**src/rtl/decode_stage.sv**
```systemverilog
// decode_stage: RV32I instruction decode feeding a registered ID/EX stage.
//
// Purpose: turns a fetched instruction word and its PC into the ALU operation
// code, operand selects, register indices, a sign-extended immediate and the
// memory/writeback enables. The decode is purely combinational into a single
// stage register, so every output comes straight from a flop, one cycle after
// the inputs were presented.
//
// Ports:
//   CLK, RST             rising-edge clock, synchronous active-high reset
//   INSTRUCTION_IN       fetched instruction word
//   PC_IN                PC of INSTRUCTION_IN
//   VALID_IN             instruction/PC inputs are valid this cycle
//   STALL                hold the stage register
//   FLUSH                replace the stage contents with a bubble
//   VALID_OUT            stage holds a valid instruction (including illegal ones)
//   PC_OUT               registered PC
//   ALU_INSTRUCTION      ALU operation code
//   ALU_IN1_SEL          0 = rs1, 1 = PC, 2 = zero
//   ALU_IN2_SEL          0 = rs2, 1 = immediate
//   RS1_ADDR/RS2_ADDR/RD_ADDR  register indices (0 when the format has none)
//   IMMEDIATE            sign-extended immediate (zero-extended shamt for shifts)
//   REG_WRITE/MEM_READ/MEM_WRITE  side-effect enables
//   MEM_FUNCT3           load/store size/sign field
//   ILLEGAL_INSTRUCTION  the registered instruction did not decode
//
// Register update priority per edge: RST > FLUSH > STALL > load.

module decode_stage #(
  parameter int DATA_WIDTH = 32
) (
  input  logic                  CLK,
  input  logic                  RST,
  input  logic [DATA_WIDTH-1:0] INSTRUCTION_IN,
  input  logic [DATA_WIDTH-1:0] PC_IN,
  input  logic                  VALID_IN,
  input  logic                  STALL,
  input  logic                  FLUSH,
  output logic                  VALID_OUT,
  output logic [DATA_WIDTH-1:0] PC_OUT,
  output logic [4:0]            ALU_INSTRUCTION,
  output logic [1:0]            ALU_IN1_SEL,
  output logic                  ALU_IN2_SEL,
  output logic [4:0]            RS1_ADDR,
  output logic [4:0]            RS2_ADDR,
  output logic [4:0]            RD_ADDR,
  output logic [DATA_WIDTH-1:0] IMMEDIATE,
  output logic                  REG_WRITE,
  output logic                  MEM_READ,
  output logic                  MEM_WRITE,
  output logic [2:0]            MEM_FUNCT3,
  output logic                  ILLEGAL_INSTRUCTION
);

  // Major opcodes
  localparam logic [6:0] OPC_OP     = 7'h33;
  localparam logic [6:0] OPC_OP_IMM = 7'h13;
  localparam logic [6:0] OPC_LUI    = 7'h37;
  localparam logic [6:0] OPC_AUIPC  = 7'h17;
  localparam logic [6:0] OPC_JAL    = 7'h6F;
  localparam logic [6:0] OPC_JALR   = 7'h67;
  localparam logic [6:0] OPC_BRANCH = 7'h63;
  localparam logic [6:0] OPC_LOAD   = 7'h03;
  localparam logic [6:0] OPC_STORE  = 7'h23;
  localparam logic [6:0] OPC_FENCE  = 7'h0F;
  localparam logic [6:0] OPC_SYSTEM = 7'h73;

  // ALU operation codes seen by the execute stage
  localparam logic [4:0] ALU_NOP  = 5'd0;
  localparam logic [4:0] ALU_ADD  = 5'd1;
  localparam logic [4:0] ALU_SUB  = 5'd2;
  localparam logic [4:0] ALU_SLL  = 5'd3;
  localparam logic [4:0] ALU_SLT  = 5'd4;
  localparam logic [4:0] ALU_SLTU = 5'd5;
  localparam logic [4:0] ALU_XOR  = 5'd6;
  localparam logic [4:0] ALU_SRL  = 5'd7;
  localparam logic [4:0] ALU_SRA  = 5'd8;
  localparam logic [4:0] ALU_OR   = 5'd9;
  localparam logic [4:0] ALU_AND  = 5'd10;
  localparam logic [4:0] ALU_SLLI = 5'd11;
  localparam logic [4:0] ALU_SRLI = 5'd12;
  localparam logic [4:0] ALU_SRAI = 5'd13;
  localparam logic [4:0] ALU_JAL  = 5'd14;
  localparam logic [4:0] ALU_JALR = 5'd15;
  localparam logic [4:0] ALU_BEQ  = 5'd16;
  localparam logic [4:0] ALU_BNE  = 5'd17;
  localparam logic [4:0] ALU_BLT  = 5'd18;
  localparam logic [4:0] ALU_BGE  = 5'd19;
  localparam logic [4:0] ALU_BLTU = 5'd20;
  localparam logic [4:0] ALU_BGEU = 5'd21;

  // Operand selects
  localparam logic [1:0] IN1_RS1  = 2'd0;
  localparam logic [1:0] IN1_PC   = 2'd1;
  localparam logic [1:0] IN1_ZERO = 2'd2;
  localparam logic       IN2_RS2  = 1'b0;
  localparam logic       IN2_IMM  = 1'b1;

  typedef struct packed {
    logic                  valid;
    logic                  illegal;
    logic [4:0]            alu;
    logic [1:0]            in1_sel;
    logic                  in2_sel;
    logic [4:0]            rs1;
    logic [4:0]            rs2;
    logic [4:0]            rd;
    logic [DATA_WIDTH-1:0] imm;
    logic                  reg_write;
    logic                  mem_read;
    logic                  mem_write;
    logic [2:0]            mem_funct3;
    logic [DATA_WIDTH-1:0] pc;
  } stage_t;

  stage_t stage_q;
  stage_t dec;

  // Instruction fields
  logic [6:0] opcode;
  logic [4:0] rd_f;
  logic [2:0] funct3;
  logic [4:0] rs1_f;
  logic [4:0] rs2_f;
  logic [6:0] funct7;

  assign opcode = INSTRUCTION_IN[6:0];
  assign rd_f   = INSTRUCTION_IN[11:7];
  assign funct3 = INSTRUCTION_IN[14:12];
  assign rs1_f  = INSTRUCTION_IN[19:15];
  assign rs2_f  = INSTRUCTION_IN[24:20];
  assign funct7 = INSTRUCTION_IN[31:25];

  // Immediate formats, all sign-extended from instruction bit 31
  logic [DATA_WIDTH-1:0] imm_i;
  logic [DATA_WIDTH-1:0] imm_s;
  logic [DATA_WIDTH-1:0] imm_b;
  logic [DATA_WIDTH-1:0] imm_u;
  logic [DATA_WIDTH-1:0] imm_j;
  logic [DATA_WIDTH-1:0] imm_shamt;

  assign imm_i = {{(DATA_WIDTH-11){INSTRUCTION_IN[31]}}, INSTRUCTION_IN[30:20]};
  assign imm_s = {{(DATA_WIDTH-11){INSTRUCTION_IN[31]}}, INSTRUCTION_IN[30:25],
                  INSTRUCTION_IN[11:7]};
  assign imm_b = {{(DATA_WIDTH-12){INSTRUCTION_IN[31]}}, INSTRUCTION_IN[7],
                  INSTRUCTION_IN[30:25], INSTRUCTION_IN[11:8], 1'b0};
  assign imm_u = {{(DATA_WIDTH-31){INSTRUCTION_IN[31]}}, INSTRUCTION_IN[30:12],
                  12'b0};
  assign imm_j = {{(DATA_WIDTH-20){INSTRUCTION_IN[31]}}, INSTRUCTION_IN[19:12],
                  INSTRUCTION_IN[20], INSTRUCTION_IN[30:21], 1'b0};
  // Shift amounts are unsigned, so bit 30 (the SRAI marker) must not leak in
  assign imm_shamt = {{(DATA_WIDTH-5){1'b0}}, INSTRUCTION_IN[24:20]};

  // Register-register / register-immediate arithmetic shared by OP and OP-IMM
  // when funct7 carries no extra meaning.
  function automatic logic [4:0] base_alu(input logic [2:0] f3);
    logic [4:0] code;
    code = ALU_NOP;
    case (f3)
      3'd0:    code = ALU_ADD;
      3'd1:    code = ALU_SLL;
      3'd2:    code = ALU_SLT;
      3'd3:    code = ALU_SLTU;
      3'd4:    code = ALU_XOR;
      3'd5:    code = ALU_SRL;
      3'd6:    code = ALU_OR;
      3'd7:    code = ALU_AND;
      default: code = ALU_NOP;
    endcase
    return code;
  endfunction

  logic illegal;

  always_comb begin
    dec       = '0;
    illegal   = 1'b0;
    dec.valid = 1'b1;
    dec.pc    = PC_IN;

    case (opcode)
      OPC_OP: begin
        dec.in1_sel   = IN1_RS1;
        dec.in2_sel   = IN2_RS2;
        dec.rs1       = rs1_f;
        dec.rs2       = rs2_f;
        dec.rd        = rd_f;
        dec.reg_write = 1'b1;
        if (funct7 == 7'h00) begin
          dec.alu = base_alu(funct3);
        end else if (funct7 == 7'h20 && funct3 == 3'd0) begin
          dec.alu = ALU_SUB;
        end else if (funct7 == 7'h20 && funct3 == 3'd5) begin
          dec.alu = ALU_SRA;
        end else begin
          illegal = 1'b1;
        end
      end

      OPC_OP_IMM: begin
        dec.in1_sel   = IN1_RS1;
        dec.in2_sel   = IN2_IMM;
        dec.rs1       = rs1_f;
        dec.rd        = rd_f;
        dec.reg_write = 1'b1;
        dec.imm       = imm_i;
        case (funct3)
          3'd1: begin
            dec.imm = imm_shamt;
            if (funct7 == 7'h00) dec.alu = ALU_SLLI;
            else                 illegal = 1'b1;
          end
          3'd5: begin
            dec.imm = imm_shamt;
            if (funct7 == 7'h00)      dec.alu = ALU_SRLI;
            else if (funct7 == 7'h20) dec.alu = ALU_SRAI;
            else                      illegal = 1'b1;
          end
          default: dec.alu = base_alu(funct3);
        endcase
      end

      OPC_LUI: begin
        dec.alu       = ALU_ADD;
        dec.in1_sel   = IN1_ZERO;
        dec.in2_sel   = IN2_IMM;
        dec.rd        = rd_f;
        dec.imm       = imm_u;
        dec.reg_write = 1'b1;
      end

      OPC_AUIPC: begin
        dec.alu       = ALU_ADD;
        dec.in1_sel   = IN1_PC;
        dec.in2_sel   = IN2_IMM;
        dec.rd        = rd_f;
        dec.imm       = imm_u;
        dec.reg_write = 1'b1;
      end

      OPC_JAL: begin
        dec.alu       = ALU_JAL;
        dec.in1_sel   = IN1_PC;
        dec.in2_sel   = IN2_IMM;
        dec.rd        = rd_f;
        dec.imm       = imm_j;
        dec.reg_write = 1'b1;
      end

      OPC_JALR: begin
        // Execute forms the link value from PC; rs1 is read for the target.
        dec.alu       = ALU_JALR;
        dec.in1_sel   = IN1_PC;
        dec.in2_sel   = IN2_IMM;
        dec.rs1       = rs1_f;
        dec.rd        = rd_f;
        dec.imm       = imm_i;
        dec.reg_write = 1'b1;
      end

      OPC_BRANCH: begin
        dec.in1_sel = IN1_RS1;
        dec.in2_sel = IN2_RS2;
        dec.rs1     = rs1_f;
        dec.rs2     = rs2_f;
        dec.imm     = imm_b;
        case (funct3)
          3'd0:    dec.alu = ALU_BEQ;
          3'd1:    dec.alu = ALU_BNE;
          3'd4:    dec.alu = ALU_BLT;
          3'd5:    dec.alu = ALU_BGE;
          3'd6:    dec.alu = ALU_BLTU;
          3'd7:    dec.alu = ALU_BGEU;
          default: illegal = 1'b1;
        endcase
      end

      OPC_LOAD: begin
        dec.alu        = ALU_ADD;
        dec.in1_sel    = IN1_RS1;
        dec.in2_sel    = IN2_IMM;
        dec.rs1        = rs1_f;
        dec.rd         = rd_f;
        dec.imm        = imm_i;
        dec.reg_write  = 1'b1;
        dec.mem_read   = 1'b1;
        dec.mem_funct3 = funct3;
        if (funct3 == 3'd3 || funct3 == 3'd6 || funct3 == 3'd7) illegal = 1'b1;
      end

      OPC_STORE: begin
        dec.alu        = ALU_ADD;
        dec.in1_sel    = IN1_RS1;
        dec.in2_sel    = IN2_IMM;
        dec.rs1        = rs1_f;
        dec.rs2        = rs2_f;
        dec.imm        = imm_s;
        dec.mem_write  = 1'b1;
        dec.mem_funct3 = funct3;
        if (funct3 > 3'd2) illegal = 1'b1;
      end

      OPC_FENCE, OPC_SYSTEM: begin
        // Architecturally legal but nothing for this pipeline to do.
        dec.alu = ALU_NOP;
      end

      default: illegal = 1'b1;
    endcase

    // An illegal word travels as a valid bubble so the trap logic sees its PC.
    if (illegal) begin
      dec         = '0;
      dec.valid   = 1'b1;
      dec.illegal = 1'b1;
      dec.pc      = PC_IN;
    end

    // x0 is hardwired; writes to it are dropped here rather than in writeback.
    if (dec.rd == 5'd0) dec.reg_write = 1'b0;

    if (!VALID_IN) dec = '0;
  end

  always_ff @(posedge CLK) begin
    if (RST) begin
      stage_q <= '0;
    end else if (FLUSH) begin
      stage_q <= '0;
    end else if (!STALL) begin
      stage_q <= dec;
    end
  end

  assign VALID_OUT           = stage_q.valid;
  assign ILLEGAL_INSTRUCTION = stage_q.illegal;
  assign ALU_INSTRUCTION     = stage_q.alu;
  assign ALU_IN1_SEL         = stage_q.in1_sel;
  assign ALU_IN2_SEL         = stage_q.in2_sel;
  assign RS1_ADDR            = stage_q.rs1;
  assign RS2_ADDR            = stage_q.rs2;
  assign RD_ADDR             = stage_q.rd;
  assign IMMEDIATE           = stage_q.imm;
  assign REG_WRITE           = stage_q.reg_write;
  assign MEM_READ            = stage_q.mem_read;
  assign MEM_WRITE           = stage_q.mem_write;
  assign MEM_FUNCT3          = stage_q.mem_funct3;
  assign PC_OUT              = stage_q.pc;

endmodule
```
**config.mk**
```make
export PLATFORM = sky130hd
export DESIGN_NAME = decode_stage
export DESIGN_NICKNAME = d
export VERILOG_FILES = /design/src/rtl/decode_stage.sv
export SDC_FILE = /design/constraint.sdc
export NUM_CORES = 1
export LEC_CHECK = 0
export ABC_CLOCK_PERIOD_IN_PS = 6600
export CAP_MARGIN = 30
export CORE_ASPECT_RATIO = 1.4
export CORE_UTILIZATION = 55
export CTS_BUF_LIST = sky130_fd_sc_hd__clkbuf_4 sky130_fd_sc_hd__clkbuf_8
export DETAILED_ROUTE_END_ITERATION = 8
export DONT_BUFFER_PORTS = 1
export PLACE_DENSITY = 0.7
export SYNTH_ARGS = -nofsm -noshare
export SYNTH_HDL_FRONTEND = slang
export SYNTH_SLANG_ARGS = --single-unit
```
**constraint.sdc**
```tcl
create_clock -name CLK -period 6.6 [get_ports CLK]
set_input_delay 1.32 -clock CLK [delete_from_list [all_inputs] [get_ports CLK]]
set_output_delay 1.32 -clock CLK [all_outputs]
set_load 0.01 [all_outputs]
```
Yosys cells after proc, flatten, opt, wreduce, memory -nomap -nowiden
Memories as Yosys holds them, arrays and structs flattened.
Index checks and enable logic that the tools add are counted.
{"block": "op_classes", "n_reduce_logical": 20, "n_lt_le_gt_ge": 1, "eq_ne": 18, "mux": 33}
{"operator": "one-hot mux 32 bit (6 select lines)", "n": 1}
{"operator": "two-way mux 95 bit", "n": 1}
{"operator": "two-way mux 94 bit", "n": 1}
{"operator": "one-hot mux 5 bit (6 select lines)", "n": 2}
{"operator": "two-way mux 32 bit", "n": 1}
{"operator": "== test 7 x 6 -> 1 bit (second input constant)", "n": 4}
{"operator": "== test 7 bit (second input constant)", "n": 4}
{"operator": "two-way mux 4 bit", "n": 5}
{"operator": "two-way mux 5 bit", "n": 4}
{"operator": "OR reduction 6 bit", "n": 3}
{"operator": "== test 7 x 5 -> 1 bit (second input constant)", "n": 2}
{"operator": "two-way mux 1 bit", "n": 13}
{"operator": "== test 3 bit (second input constant)", "n": 4}
{"operator": "one-hot mux 5 bit (2 select lines)", "n": 1}
{"operator": "OR reduction 2 bit", "n": 5}
{"operator": "one-hot mux 3 bit (3 select lines)", "n": 1}
{"operator": "OR reduction 3 bit", "n": 3}
{"operator": "== test 7 x 2 -> 1 bit (second input constant)", "n": 1}
{"operator": "== test 7 x 4 -> 1 bit (second input constant)", "n": 1}
{"operator": "zero test 7 bit", "n": 1}
{"operator": "OR reduction 7 bit", "n": 1}
{"operator": "one-hot mux 1 bit (6 select lines)", "n": 1}
{"operator": "zero test 5 bit", "n": 1}
{"operator": "OR reduction 4 bit", "n": 1}
{"operator": "other kinds (8)", "n": 10}
{"block": "word_totals", "mem_count": 2, "word_cells": 88, "in_bits": 69, "register_bits": 95, "rom_bits": 64}
{"name": "(no name shown)", "depth": 8, "word_bits": 4, "rd": 1, "rd_clocked_by_memory_dff": 0, "write_ports": 0, "line": "159", "source": "case (f3)"}
{"name": "(no name shown)", "depth": 8, "word_bits": 4, "rd": 1, "rd_clocked_by_memory_dff": 0, "write_ports": 0, "line": "159"}

Longest topological paths before layout
Gate-level depths: netlist of the first run.
{"block": "logic_depth", "word_depth": 10, "ltp_mapped": 10, "ltp_nobuf": 7}

Worst setup path after synthesis of the first run
No wires, ideal clock.
{"block": "synth_timing", "path_kind": "input to register", "start": "input port INSTRUCTION_IN[14]", "end": "register stage_q, in the netlist RS1_ADDR[1]", "path_stages": 10, "setup_time_ps": 117, "arrival_ps": 3391, "required_ps": 6483, "path_buffers": 3, "path_slack_ps": 3092, "path_cell_list": "clkbuf_1 > inv_1 > ha_1 > or4b_1 > o22ai_1 > o21ai_1 > buf_4 > and4b_4 > buf_2 > a32o_1"}
{"block": "synth_via", "elab_chain_len": 8}
{"item": "from (decl)", "line": "34", "source": "input logic [DATA_WIDTH-1:0] INSTRUCTION_IN,"}
{"item": "== test 3 bit", "line": "193, 207, 267"}
{"item": "logical AND 1 bit", "line": "193", "source": "end else if (funct7 == 7'h20 && funct3 == 3'd5) begin"}
{"item": "two-way mux 1 bit", "line": "193"}
{"item": "two-way mux 1 bit", "line": "191", "source": "end else if (funct7 == 7'h20 && funct3 == 3'd0) begin"}
{"item": "two-way mux 1 bit", "line": "189", "source": "if (funct7 == 7'h00) begin"}
{"item": "one-hot mux 1 bit (6 select lines) *", "line": "181", "source": "case (opcode)"}
{"item": "two-way mux 94 bit *", "line": "312", "source": "if (illegal) begin"}
{"item": "two-way mux 95 bit *", "line": "322", "source": "if (!VALID_IN) dec = '0;"}
{"item": "to (signal assigned)", "line": "327", "source": "stage_q <= '0;"}
{"item": "to (signal assigned)", "line": "329", "source": "stage_q <= '0;"}
{"item": "to (signal assigned)", "line": "331", "source": "stage_q <= dec;"}
{"item": "to (decl)", "line": "116", "source": "stage_t stage_q;"}
Every way passes the cells marked *; elsewhere a longest branch is shown, timed or not.
A chain may end at the register's enable or synchronous reset.

Final worst setup path of the first run
{"block": "layout_timing", "start": "input port INSTRUCTION_IN[12]", "end": "register stage_q, in the netlist IMMEDIATE[1]"}
Same word-level chain as after synthesis.

==> impl_metrics.toml, run 1 <==
[power]
ir_drop_mv = 0.140
p_leak_nw = 1.50
p_per_area_mw_per_mm2 = 245
p_total_mw = 1.08

[global_routing]
grt_util_all_layers = 0.279
met3_usage = 0.109
grt_pass1_vias = 3259
use_met1 = 0.346
grt_pass1_wl_mm = 16.7
grt_remaining_overflow = 0
grt_max_degree = 58
use_met2 = 0.429
busiest_layer = "met2"
antenna_found_initial = 0

[sta]
slew_headroom = 0.378
finalHoldViolations = 0
drv_slew = 0
fin_crit_sh = 0.478
rsz0062_at_grt = "no"
clock.fmax_mhz = 317
finalClockSkew_ns = 0
report.final.setup_viol = 0
worstMarginPinSlew_ns = 0.931
postLayoutSetupSlackWorst_ns = 3.45
min_period_ns = 3.15
setup_tns_ns = 0

[routing]
finalWirelength_mm = 10.9
routedWlPerCell_um = 19.7
dr.pass1.iters = 5
vias = 3552
via_per_inst = 6.43
ant_nets = 0
drc = 0
detail_route.iter0.violations = 308

[critical_path]
arrival_ns = 3.45
crit_fanout = 26
rrSetupSlack_ns = 5.83
critPathLaunchType = "input pin"
reg2regPathDepth = 2
worstSetupEndpointType = "flip-flop"
cp-endpoint = "IMMEDIATE[1]$_SDFFE_PP0N_"
r2r_end = "PC_OUT[31]$_SDFFE_PP0N_"
worstPathRequired_ns = 6.89
path_class = "input pin to flip-flop"
r2r_start = "PC_OUT[31]$_SDFFE_PP0N_"
critPathLaunch = "INSTRUCTION_IN[12]"

[place]
place.gp.congestion = 0.881
port_buffers = 0
post-place-ws_ns = 3.05
dp_hpwl_mm = 7.85
placed_cell_area_sq_mm = 0.00418

[logic_synthesis]
yosysSeqAreaShare = 0.453
synth_cells = 474
synth_largest_area_cell = "dfxtp_1"
syn-num-nets = 553
ys_seq_elements = 95
synth-async-reset-ratio = 0
synthFlopType = "dfxtp_1"
post-synth-top-area-fraction = 0.453
synth_area_per_cell_sq_um = 8.86
synth.distinct_cells = 54
synth_edf_count = 0
synth_warnings = 0
syn-cell-area_sq_mm = 0.00420
ys_top_cells_by_area = "dfxtp_1 45%, a22oi_1 6.6%, nand2_1 5.3%, a32o_1 5.0%, nor2_1 4.5%"

[clock_tree]
clk_latency_ns = 0.37
cts_setup_buffers = 0
htree_num_levels = 3
cts_buffer_depth = 2
cts_hold_buffers = 0
cts_tree = "yes"
ctsResizeCount = 0
numCtsBuffers = 9
clk_pin_slew_ns = 0.08
cts.sinks = 95
clock-root-buffer = "clkbuf_8"

[floorplanning]
fp.dieH_um = 105
dieWidth_um = 75.8
die_area_sq_mm = 0.00799
ios = 164
core-area_sq_mm = 0.00736
core.rowCount = 37
initial_core_util = 0.570

[cells_and_area]
stdcell_area_sq_mm = 0.00440
final_common_cell = "dfxtp_1"
final_cell_mix = "95 x dfxtp_1, 59 x nand2_1, 50 x nor2_1, 37 x a22oi_1, 31 x a21oi_1"
fin_util = 0.598
syn2layout_area_growth_pct = 4.77
antennaDiodeCount = 0
nets = 530
drive_above_1_share = 0.110
fillers = 656

[flow_run]
drv_cap = 0

[min_path]
hp-class = "flip-flop to flip-flop"
hp-start = "IMMEDIATE[6]$_SDFFE_PP0N_"

[run_status]
status = "finished, final reports clean"
## layer usage
| metal | up-vias | part of all wire |
|---|---|---|
| met5 | - | 0 |
| met4 | 0 | 0.021 |
| met3 | 24 | 0.095 |
| met2 | 165 | 0.49 |
| met1 | 1677 | 0.40 |
| li1 | 1686 | - |
## worst max-delay path, cell delays in order
cell	delay, ns
inv_1	0.05
ha_1	0.21
a21oi_1	0.14
o22ai_1	0.11
o21ai_1	0.64
nand4_4	0.63
o21ai_0	0.32
## power by group
group          switching, mW  internal, mW  total (mW)
Clock                  0.206         0.229       0.435
Combinational         0.0393        0.0224      0.0617
Sequential           0.00494         0.577       0.582
## sequential cells by signal, summed over array words and instances (netlist names)
| signal | count |
|---|---|
| ALU_INSTRUCTION | 5 |
| MEM_FUNCT3 | 3 |
| REG_WRITE | 1 |
| RD_ADDR | 5 |
| ILLEGAL_INSTRUCTION | 1 |
| IMMEDIATE | 32 |
| RS1_ADDR | 5 |
| ALU_IN1_SEL | 2 |
| PC_OUT | 32 |
| ALU_IN2_SEL | 1 |
| VALID_OUT | 1 |
| MEM_READ | 1 |
| MEM_WRITE | 1 |
| RS2_ADDR | 5 |
## metrics by stage
step / instances / hold WS (ns)
after CTS: 552 / 0.508
after global routing: 552 / 0.520
final: 552 / 0.504
after floorplan: 474 / 0.477
after detailed placement: 537 / 0.496
after global placement: 537 / 0.491
## logic make-up (layout without fill, tap and decap cells)
group | Yosys count | in the layout | share of synthesized area
adders and majority gates | 10 | 10 | 0.0298
buffers and inverters | 45 | 26 | 0.0477
muxes | 2 | 2 | 0.00507
and+or+nand+nor | 164 | 164 | 0.188
DFF | 95 | 95 | 0.453
AOI/OAI and AO/OA | 158 | 158 | 0.277
## worst min-delay path by stage
stage	endpoint	slack, ns	depth (start not counted)
2_1_floorplan	ALU_INSTRUCTION[4]$_SDFFE_PP0N_	0.48	2
3_3_place_gp	IMMEDIATE[7]$_SDFFE_PP0N_	0.49	2
3_5_place_dp	IMMEDIATE[6]$_SDFFE_PP0N_	0.50	2
4_1_cts	IMMEDIATE[6]$_SDFFE_PP0N_	0.51	2
5_1_grt	IMMEDIATE[6]$_SDFFE_PP0N_	0.52	2
6_report	IMMEDIATE[6]$_SDFFE_PP0N_	0.50	2
## cell usage after synthesis, drive strengths merged, types with 2 or more instances
cell type / instances
a211oi: 3
nand2b: 3
o21ai: 40
o211ai: 3
nor3: 2
nand3: 12
a22oi: 37
a31oi: 6
inv: 8
a21oi: 31
nor2b: 6
nor3b: 3
and2: 4
dfxtp: 95
nand2: 59
a32o: 21
o221ai: 2
or2: 3
and3: 3
nor2: 50
o31ai: 5
buf: 9
ha: 10
nand4: 8
nor4bb: 2
clkbuf: 28
## layout make-up
| class | count | area (sq um) | area share |
|---|---|---|---|
| Inverter | 8 | 30.0 | 0.00683 |
| Tap cell | 97 | 121 | 0.0276 |
| Clock buffer | 11 | 145 | 0.0330 |
| Sequential cell | 95 | 1900 | 0.432 |
| Multi-Input combinational cell | 334 | 2100 | 0.478 |
| Timing Repair Buffer | 3 | 22.5 | 0.00512 |
| Clock inverter | 4 | 77.6 | 0.0176 |
No activity file was read; power rests on OpenSTA's default activity.
==> inputs of run 2 (changes only) <==
--- a/config.mk
+++ b/config.mk
@@ -5,14 +5,14 @@
 export SDC_FILE = /design/constraint.sdc
 export NUM_CORES = 1
 export LEC_CHECK = 0
-export ABC_CLOCK_PERIOD_IN_PS = 6600
+export ABC_CLOCK_PERIOD_IN_PS = 2690
 export CAP_MARGIN = 30
 export CORE_ASPECT_RATIO = 1.4
 export CORE_UTILIZATION = 55
 export CTS_BUF_LIST = sky130_fd_sc_hd__clkbuf_4 sky130_fd_sc_hd__clkbuf_8
 export DETAILED_ROUTE_END_ITERATION = 8
 export DONT_BUFFER_PORTS = 1
-export PLACE_DENSITY = 0.7
+export PLACE_DENSITY = 0.73
 export SYNTH_ARGS = -nofsm -noshare
 export SYNTH_HDL_FRONTEND = slang
 export SYNTH_SLANG_ARGS = --single-unit
==> constraint.sdc (replaced) <==
create_clock -name CLK -period 2.69 [get_ports CLK]
set_input_delay 0.538 -clock CLK [delete_from_list [all_inputs] [get_ports CLK]]
set_output_delay 0.538 -clock CLK [all_outputs]
set_load 0.01 [all_outputs]
==> run 2 against run 1 <==
Die area is the same. Worst setup slack lost 2.8 ns. Largest power group unchanged. Largest cell class unchanged. Sequential share of layout area shrank 0.22 points.
==> impl_metrics.toml, run 2 (synthesis results as in run 1) <==
[sta]
worstMarginPinSlew_ns = 0.924
report.final.setup_viol = 0
fin_crit_sh = 0.778
finalHoldViolations = 0
drv_slew = 0
setup_tns_ns = 0
clock.fmax_mhz = 478
min_period_ns = 2.09
whs_ns = 0.305
slew_headroom = 0.383
finalClockSkew_ns = 0
rsz0062_at_grt = "no"

[critical_path]
worstSetupEndpointType = "flip-flop"
critical-path-slowest-cell = "nand4_4"
slowest_delay_ns = 0.48
path_class = "input pin to flip-flop"
critPathLaunchType = "input pin"
worstPathRequired_ns = 2.97
arrival_ns = 2.37
crit_fanout = 26
worstPathCellList = "or3b_1 > a211o_1 > a211oi_4 > nand4_4 > o21ai_0"
worst-path-buf-inv = 0
critPathTopFamily = "compound AO/OA/AOI/OAI gates"

[routing]
via_per_inst = 6.34
vias = 3557
dr.pass1.iters = 5
drc = 0
ant_nets = 0
routedWlPerCell_um = 19.2
finalWirelength_mm = 10.7
detail_route.iter0.violations = 250

[clock_tree]
numCtsBuffers = 9
htree_num_levels = 3
cts_tree = "yes"
cts_setup_buffers = 0
cts_buffer_depth = 2
cts_hold_buffers = 0
ctsResizeCount = 0
clk_pin_slew_ns = 0.09
cts.sinks = 95
clock-root-buffer = "clkbuf_8"
clk_latency_ns = 0.36

[cells_and_area]
final_common_cell = "dfxtp_1"
nets = 540
antennaDiodeCount = 0
final_cell_mix = "95 x dfxtp_1, 59 x nand2_1, 50 x nor2_1, 37 x a22oi_1, 31 x a21oi_1"
final-instance-count-excl-fill = 561
drive_above_1_share = 0.127
fin_util = 0.601
syn2layout_area_growth_pct = 5.30
fillers = 684

[min_path]
hp-class = "input pin to flip-flop"

[place]
place_inst = 547
dp_hpwl_mm = 8.05
port_buffers = 0
place.gp.congestion = 0.951

[global_routing]
grt_max_degree = 36
grt_pass1_vias = 3133
grt_pass1_wl_mm = 15.9
antenna_found_initial = 0
grt_remaining_overflow = 0
grt_util_all_layers = 0.266

[power]
ir_drop_mv = 0.319
p_leak_nw = 1.53
p_per_area_mw_per_mm2 = 549

[floorplanning]
core.rowCount = 37
fp.dieH_um = 105
dieWidth_um = 75.8
initial_core_util = 0.570
ios = 164
die_area_sq_mm = 0.00799
core-area_sq_mm = 0.00736

[run_status]
status = "finished, final reports clean"

[flow_run]
drv_cap = 0
-- run 2: changes by cell type in the layout (fill, tap and decap cells not counted), sizes merged --
cell,previous run,this run
bufinv,2,0
buf,3,13
clkinv,0,2
inv,10,9
-- run 2: cell type report --
type | count | area, sq um | area share
well taps | 97 | 121 | 0.0274
repair buffers | 13 | 97.6 | 0.0221
inverters | 8 | 30.0 | 0.00679
clock buffers | 11 | 151 | 0.0342
multi-input cells | 334 | 2100 | 0.475
flip-flops and latches | 95 | 1900 | 0.430
clock inverters | 3 | 18.8 | 0.00424
-- run 2: through the flow --
| stage | total power [mW] | cell area [sq um] | worst slack (ns) |
|---|---|---|---|
| final | 2.43 | 4420 | 0.598 |
| after global routing | 2.53 | 4420 | 0.507 |
| after CTS | 2.45 | 4420 | 0.612 |
| after detailed placement | 1.61 | 4250 | 0.226 |
| after global placement | 1.61 | 4250 | 0.268 |
| after floorplan | 1.60 | 4200 | 0.0931 |
-- run 2: worst paths after layout --
check                                                from                        end  slack (ns)  depth (start not counted)
worst max-delay path                    INSTRUCTION_IN[6]  IMMEDIATE[1]$_SDFFE_PP0N_        0.60                          5
worst min-delay path                   INSTRUCTION_IN[27]  IMMEDIATE[7]$_SDFFE_PP0N_        0.31                          2
worst max register to register    PC_OUT[27]$_SDFFE_PP0N_    PC_OUT[27]$_SDFFE_PP0N_        1.94                          2
worst min register to register  IMMEDIATE[6]$_SDFFE_PP0N_  IMMEDIATE[6]$_SDFFE_PP0N_        0.51                          2
-- run 2: worst register-to-register path, cell delays in order (launching register included) --
cell and delay (ns):
dfxtp_1 0.35, a22oi_1 0.20, nor2_1 0.07
-- run 2: report_power, final --
part / switching [mW] / leakage (nW) / internal [mW]
clock: 0.467 / 0.0914 / 0.377
combinational: 0.0961 / 0.673 / 0.0596
sequential: 0.0120 / 0.767 / 1.42
-- run 2: metal layers --
layer / track usage / vias to the layer above / routed length [um]
met3: 0.0880 / 25 / 980
met1: 0.299 / 1643 / 4030
li1: - / 1702 / -
met2: 0.442 / 187 / 5430
met4: 0.119 / 0 / 312
met5: 0 / - / 0
